### config.mk
export PLATFORM = sky130hd
export DESIGN_NAME = operand_stage
export DESIGN_NICKNAME = d
export VERILOG_FILES = /design/src/rtl/operand_stage.sv
export SDC_FILE = /design/constraint.sdc
export NUM_CORES = 1
export LEC_CHECK = 0
export CAP_MARGIN = 5
export CORE_AREA = 2 2 162 164
export DETAILED_ROUTE_END_ITERATION = 10
export DIE_AREA = 0 0 164 166
export PLACE_DENSITY = 0.82
export SLEW_MARGIN = 40
export SYNTH_ARGS = -nofsm -noshare
export SYNTH_HDL_FRONTEND = slang
export SYNTH_SLANG_ARGS = --single-unit
### constraint.sdc
create_clock -name clk -period 2.4 [get_ports clk]
set_input_delay 0.36 -clock clk [delete_from_list [all_inputs] [get_ports clk]]
set_output_delay 0.36 -clock clk [all_outputs]
set_load 0.01 [all_outputs]
### src/rtl/operand_stage.sv
// rtl/operand_stage.sv - ALU operand select with forwarding and a two-entry skid buffer.
// Operands are resolved at accept time; buffered entries are never re-forwarded.
module operand_stage #(
  parameter int XLEN    = 32,
  parameter int PC_W    = 30,
  parameter int NUM_FWD = 2
) (
  input  logic                    clk,
  input  logic                    rst_n,
  input  logic                    clk_enable,
  input  logic                    flush,
  input  logic                    in_valid,
  output logic                    in_ready,
  input  logic [1:0]              sel_a,
  input  logic [2:0]              sel_b,
  input  logic [XLEN-1:0]         upper_imm,
  input  logic [XLEN-1:0]         j_imm,
  input  logic [XLEN-1:0]         b_imm,
  input  logic [XLEN-1:0]         lower_imm,
  input  logic [XLEN-1:0]         s_imm,
  input  logic [PC_W-1:0]         pc_in,
  input  logic [4:0]              rs1_addr,
  input  logic [4:0]              rs2_addr,
  input  logic [XLEN-1:0]         reg_a,
  input  logic [XLEN-1:0]         reg_b,
  input  logic [NUM_FWD-1:0]      fwd_valid,
  input  logic [NUM_FWD*5-1:0]    fwd_addr,
  input  logic [NUM_FWD*XLEN-1:0] fwd_data,
  output logic                    out_valid,
  input  logic                    out_ready,
  output logic [XLEN-1:0]         op_a,
  output logic [XLEN-1:0]         op_b
);

  typedef enum logic [1:0] {ST_EMPTY, ST_ONE, ST_FULL} state_t;

  state_t          state_q, state_d;
  logic            rdy_q, rdy_d;
  logic [XLEN-1:0] main_a_q, main_a_d, main_b_q, main_b_d;
  logic [XLEN-1:0] skid_a_q, skid_a_d, skid_b_q, skid_b_d;
  logic [XLEN-1:0] res_a, res_b, new_a, new_b;
  logic            accept, drain;

  // Walk from oldest to youngest so the lowest matching index wins.
  always_comb begin
    res_a = reg_a;
    res_b = reg_b;
    for (int i = NUM_FWD - 1; i >= 0; i--) begin
      if (fwd_valid[i] && fwd_addr[5*i +: 5] == rs1_addr && rs1_addr != 5'd0)
        res_a = fwd_data[XLEN*i +: XLEN];
      if (fwd_valid[i] && fwd_addr[5*i +: 5] == rs2_addr && rs2_addr != 5'd0)
        res_b = fwd_data[XLEN*i +: XLEN];
    end
  end

  always_comb begin
    new_a = '0;
    case (sel_a)
      2'd0:    new_a = upper_imm;
      2'd1:    new_a = j_imm;
      2'd2:    new_a = b_imm;
      default: new_a = res_a;
    endcase
    new_b = '0;
    case (sel_b)
      3'd0:    new_b = lower_imm;
      3'd1:    new_b = s_imm;
      3'd2:    new_b = XLEN'(pc_in);
      3'd3:    new_b = XLEN'(rs2_addr);
      3'd4:    new_b = res_b;
      default: new_b = '0;
    endcase
  end

  assign in_ready  = clk_enable & rdy_q;
  assign out_valid = (state_q != ST_EMPTY);
  assign op_a      = main_a_q;
  assign op_b      = main_b_q;
  assign accept    = in_valid & in_ready;
  assign drain     = out_valid & out_ready & clk_enable;

  always_comb begin
    state_d  = state_q;
    rdy_d    = rdy_q;
    main_a_d = main_a_q;
    main_b_d = main_b_q;
    skid_a_d = skid_a_q;
    skid_b_d = skid_b_q;
    if (clk_enable) begin
      if (flush) begin
        state_d = ST_EMPTY;
      end else begin
        case (state_q)
          ST_EMPTY: begin
            if (accept) begin
              state_d  = ST_ONE;
              main_a_d = new_a;
              main_b_d = new_b;
            end
          end
          ST_ONE: begin
            if (accept && drain) begin
              main_a_d = new_a;
              main_b_d = new_b;
            end else if (accept) begin
              state_d  = ST_FULL;
              skid_a_d = new_a;
              skid_b_d = new_b;
            end else if (drain) begin
              state_d = ST_EMPTY;
            end
          end
          ST_FULL: begin
            if (drain) begin
              state_d  = ST_ONE;
              main_a_d = skid_a_q;
              main_b_d = skid_b_q;
            end
          end
          default: state_d = ST_EMPTY;
        endcase
      end
      rdy_d = (state_d != ST_FULL);
    end
  end

  always_ff @(posedge clk or negedge rst_n) begin
    if (!rst_n) begin
      state_q  <= ST_EMPTY;
      rdy_q    <= 1'b0;
      main_a_q <= '0;
      main_b_q <= '0;
      skid_a_q <= '0;
      skid_b_q <= '0;
    end else begin
      state_q  <= state_d;
      rdy_q    <= rdy_d;
      main_a_q <= main_a_d;
      main_b_q <= main_b_d;
      skid_a_q <= skid_a_d;
      skid_b_q <= skid_b_d;
    end
  end

endmodule

==> flow_summary.ini, run 1 <==
[setup_path]
path_delay_family = simple AND/OR/NAND/NOR gates
reg2reg_from = state_q[0]$_DFFE_PN0P_
r2r_cells = 7
crit_buf_inv = 2
cp.arrival_ps = 2530
worst_ep_required_time_ps = 2670
regToRegSetupSlack_ps = 340
critPathSlowestCell = or4_4
crit_path_end_kind = flop
cp_max_fo = 12
r2r_end = op_b[8]$_DFFE_PN0P_
slowest_delay_ps = 570
cp_cell_sequence = clkdlybuf4s50_1 > or4_4 > o211a_4 > and2_2 > buf_4 > o31ai_2 > a41oi_1
cp-start-kind = primary input
worstSetupPathType = in -> reg

[sta]
skew_ps = 9.01
slew_headroom_pct = 55.7
hold_viol_final = 0
post-route-period-util_pct = 94.2
rsz0062_at_grt = no
setup_ws_ps = 139
finalSetupViolations = 0
finalMaxSlewViolations = 0
worstMarginPinSlew_ps = 664
fmax_ghz = 0.442
min_period_ps = 2260

[cells_and_area]
post-route-util_pct = 65.0
layout.nets = 2074
layout.cells.non_filler = 2073
drive_above_1_share_pct = 14.5
area_delta_synth_final_pct = 52.7
fillers = 2156
stdcell_area_mm2 = 0.0167

[yosys]
netlist_area_mm2 = 0.0109
netlist_instances = 1333
synth_edf_count = 0
yosysWarnings = 0
synth.distinct_cells = 47
async_reset_ff_share_pct = 100
synth_seq_area_share_pct = 30.0
avgSynthCellArea_um2 = 8.18
ys.flop_type = dfrtp_1
ys_ff_latch = 131
synth_nets = 1684

[placed_design]
pre_cts_ws_ps = -285
port_buffers = 416
routabilityCongestion = 0.907
placed_area_mm2 = 0.0160
dp.cells = 2038
hpwl_um = 36300

[routing]
wl_met2_um = 22200
wl_met1_um = 18400
drt_wl_total_um = 48400
drc = 0
wl_per_cell_um = 23.4
met3_wirelength_um = 5850
vias_per_cell = 6.33
route.top_layer_used = met5
ant_nets = 0
via_count = 13100
first_iter_violations = 1566
drt_first_pass_iters = 5

[power_and_ir_drop]
pwr-share-seq_pct = 34.5
power_switching_mw = 3.53
peakVddDrop_mv = 0.383
p_int_mw = 7.09
clockPowerShare_pct = 26.2
power_density_mw_per_mm2 = 638
p_comb_share_pct = 39.3
swShare_pct = 33.3
total_power_mw = 10.6
leakage_nw = 6.32

[clock_tree]
clock_latency_ps = 420
cts_buffer_depth = 2
root_buffer = clkbuf_16
path_clk_slew_ps = 60
cts_made_buffers = 17
cts_sinks = 131
cts_tree = done
htree_levels = 4

[global_routing]
grt_pass1_vias = 13100
grt_overflow_total = 0
grtUsageTotal_pct = 34.6
grt_start_max_net_pins = 68
antenna_found_initial = 3
grt_pass1_wl_um = 72900

[die]
num_rows = 59
die_h_um = 166
die-area_mm2 = 0.0272
io-pin-count = 417
die_x_um = 164
core_area_mm2 = 0.0256
initial_utilization_pct = 42.6

[job]
maxCapViolCount = 0

[worst_hold_path]
hold_start = skid_a_q[30]$_DFFE_PN0P_
hp-class = reg -> reg
whs_path_depth = 2
hold_end = skid_a_q[30]$_DFFE_PN0P_

[outcome]
status = complete, no violations
[power groups by stage]
stage,clock [mW],combinational (mW),sequential [mW]
floorplan,0,1.82,3.70
global placement,0,4.04,3.64
detailed placement,0,4.14,3.67
CTS,2.79,4.16,3.64
global route,2.89,4.51,3.75
finish,2.78,4.18,3.66
[worst reg2reg max path, delay by kind of cell (launching register included)]
kind                   cells  cell delay [ps]
flip-flops                 1              450
buffers and inverters      2              410
AO/OA/AOI/OAI              2              290
multiplexers               1              250
AND/OR/NAND/NOR            2              520
[layout by cell type, fill, tap and decap left out, types with 30 or more instances in the layout]
master and instances:
nand2b_1 30, a41oi_1 30, buf_4 78, o221ai_1 32
a2bb2oi_1 32, clkdlybuf4s50_1 412, nor2_1 103, nand2_1 63
o31ai_1 99, a21boi_0 32, nor3_1 35, nand3_1 35
mux2_2 32, mux2i_1 59, dfrtp_1 131, inv_1 68
or2_2 32, a21oi_1 35, o22ai_1 33, a31oi_1 161
nor4_1 31
[layout make-up]
cell class	count	area, um^2	share of cell area (%)
Sequential cell	131	3280	19.7
Antenna cell	2	5.00	0.0300
Tap cell	335	419	2.52
Timing Repair Buffer	521	5270	31.6
Clock buffer	20	467	2.80
Inverter	68	255	1.53
Multi-Input combinational cell	984	6820	40.9
Clock inverter	12	154	0.924
[sequential cells by signal (all words and copies together) (netlist names)]
signal,flops
op_a,32
op_b,32
skid_a_q,32
skid_b_q,32
state_q,2
rdy_q,1
[Yosys cell counts (33+ instances only)]
cell      count  area, um^2
a31oi_1     161        1010
dfrtp_1     131        3280
clkbuf_1    119         447
nor2_1      104         390
o31ai_1      99         743
inv_1        68         255
nand2_1      63         236
mux2i_1      59         591
a21oi_1      35         175
nand3_1      35         175
nor3_1       35         175
o22ai_1      33         206
[per-stage QoR]
stage,setup TNS [ps],hold WS [ps]
detailed placement,-14050,409
finish,0,493
global route,0,507
floorplan,0,64.4
global placement,-11060,405
CTS,0,494
[how the worst max path moves through the flow]
stage | start | end | slack, ps | cells past startpoint
final | rs2_addr[2] | op_b[9]$_DFFE_PN0P_ | 140 | 7
after global routing | fwd_addr[7] | skid_a_q[8]$_DFFE_PN0P_ | 60 | 7
after CTS | rs2_addr[2] | op_b[2]$_DFFE_PN0P_ | 160 | 7
after detailed placement | rs2_addr[2] | op_b[2]$_DFFE_PN0P_ | -280 | 7
after global placement | rs2_addr[2] | op_b[9]$_DFFE_PN0P_ | -220 | 7
after floorplan | rs2_addr[2] | op_b[22]$_DFFE_PN0P_ | 290 | 7
[repair_timing]
action | 4_1_cts | 5_1_grt
gates resized for setup | 0 | 0
hold buffers | 1 | 0
setup buffers | 0 | 0
hold endpoints to repair | 62 | 0
[metal layers]
metal	vias to the layer above	GRT usage (%)
met5	-	0
met4	2	15.0
met3	141	9.64
met2	933	54.7
met1	6162	44.2
li1	5884	-
[kinds of logic after synthesis]
kind of cell / synth area share, %
muxes: 9.75
xor gates and xnor gates: 1.69
DFF: 30.0
buffers and inverters: 8.03
AOI/OAI and AO/OA: 34.7
and+or+nand+nor: 15.8
No activity file was read; power rests on OpenSTA's default activity.
==> run 2, diff against run 1 <==
--- a/config.mk
+++ b/config.mk
@@ -10,6 +10,7 @@
 export DETAILED_ROUTE_END_ITERATION = 10
 export DIE_AREA = 0 0 164 166
 export PLACE_DENSITY = 0.82
+export SKIP_CTS_REPAIR_TIMING = 1
 export SLEW_MARGIN = 40
 export SYNTH_ARGS = -nofsm -noshare
 export SYNTH_HDL_FRONTEND = slang
==> results of run 2 <==
No change in the layout: final DEF, timing and power equal those of run 1.
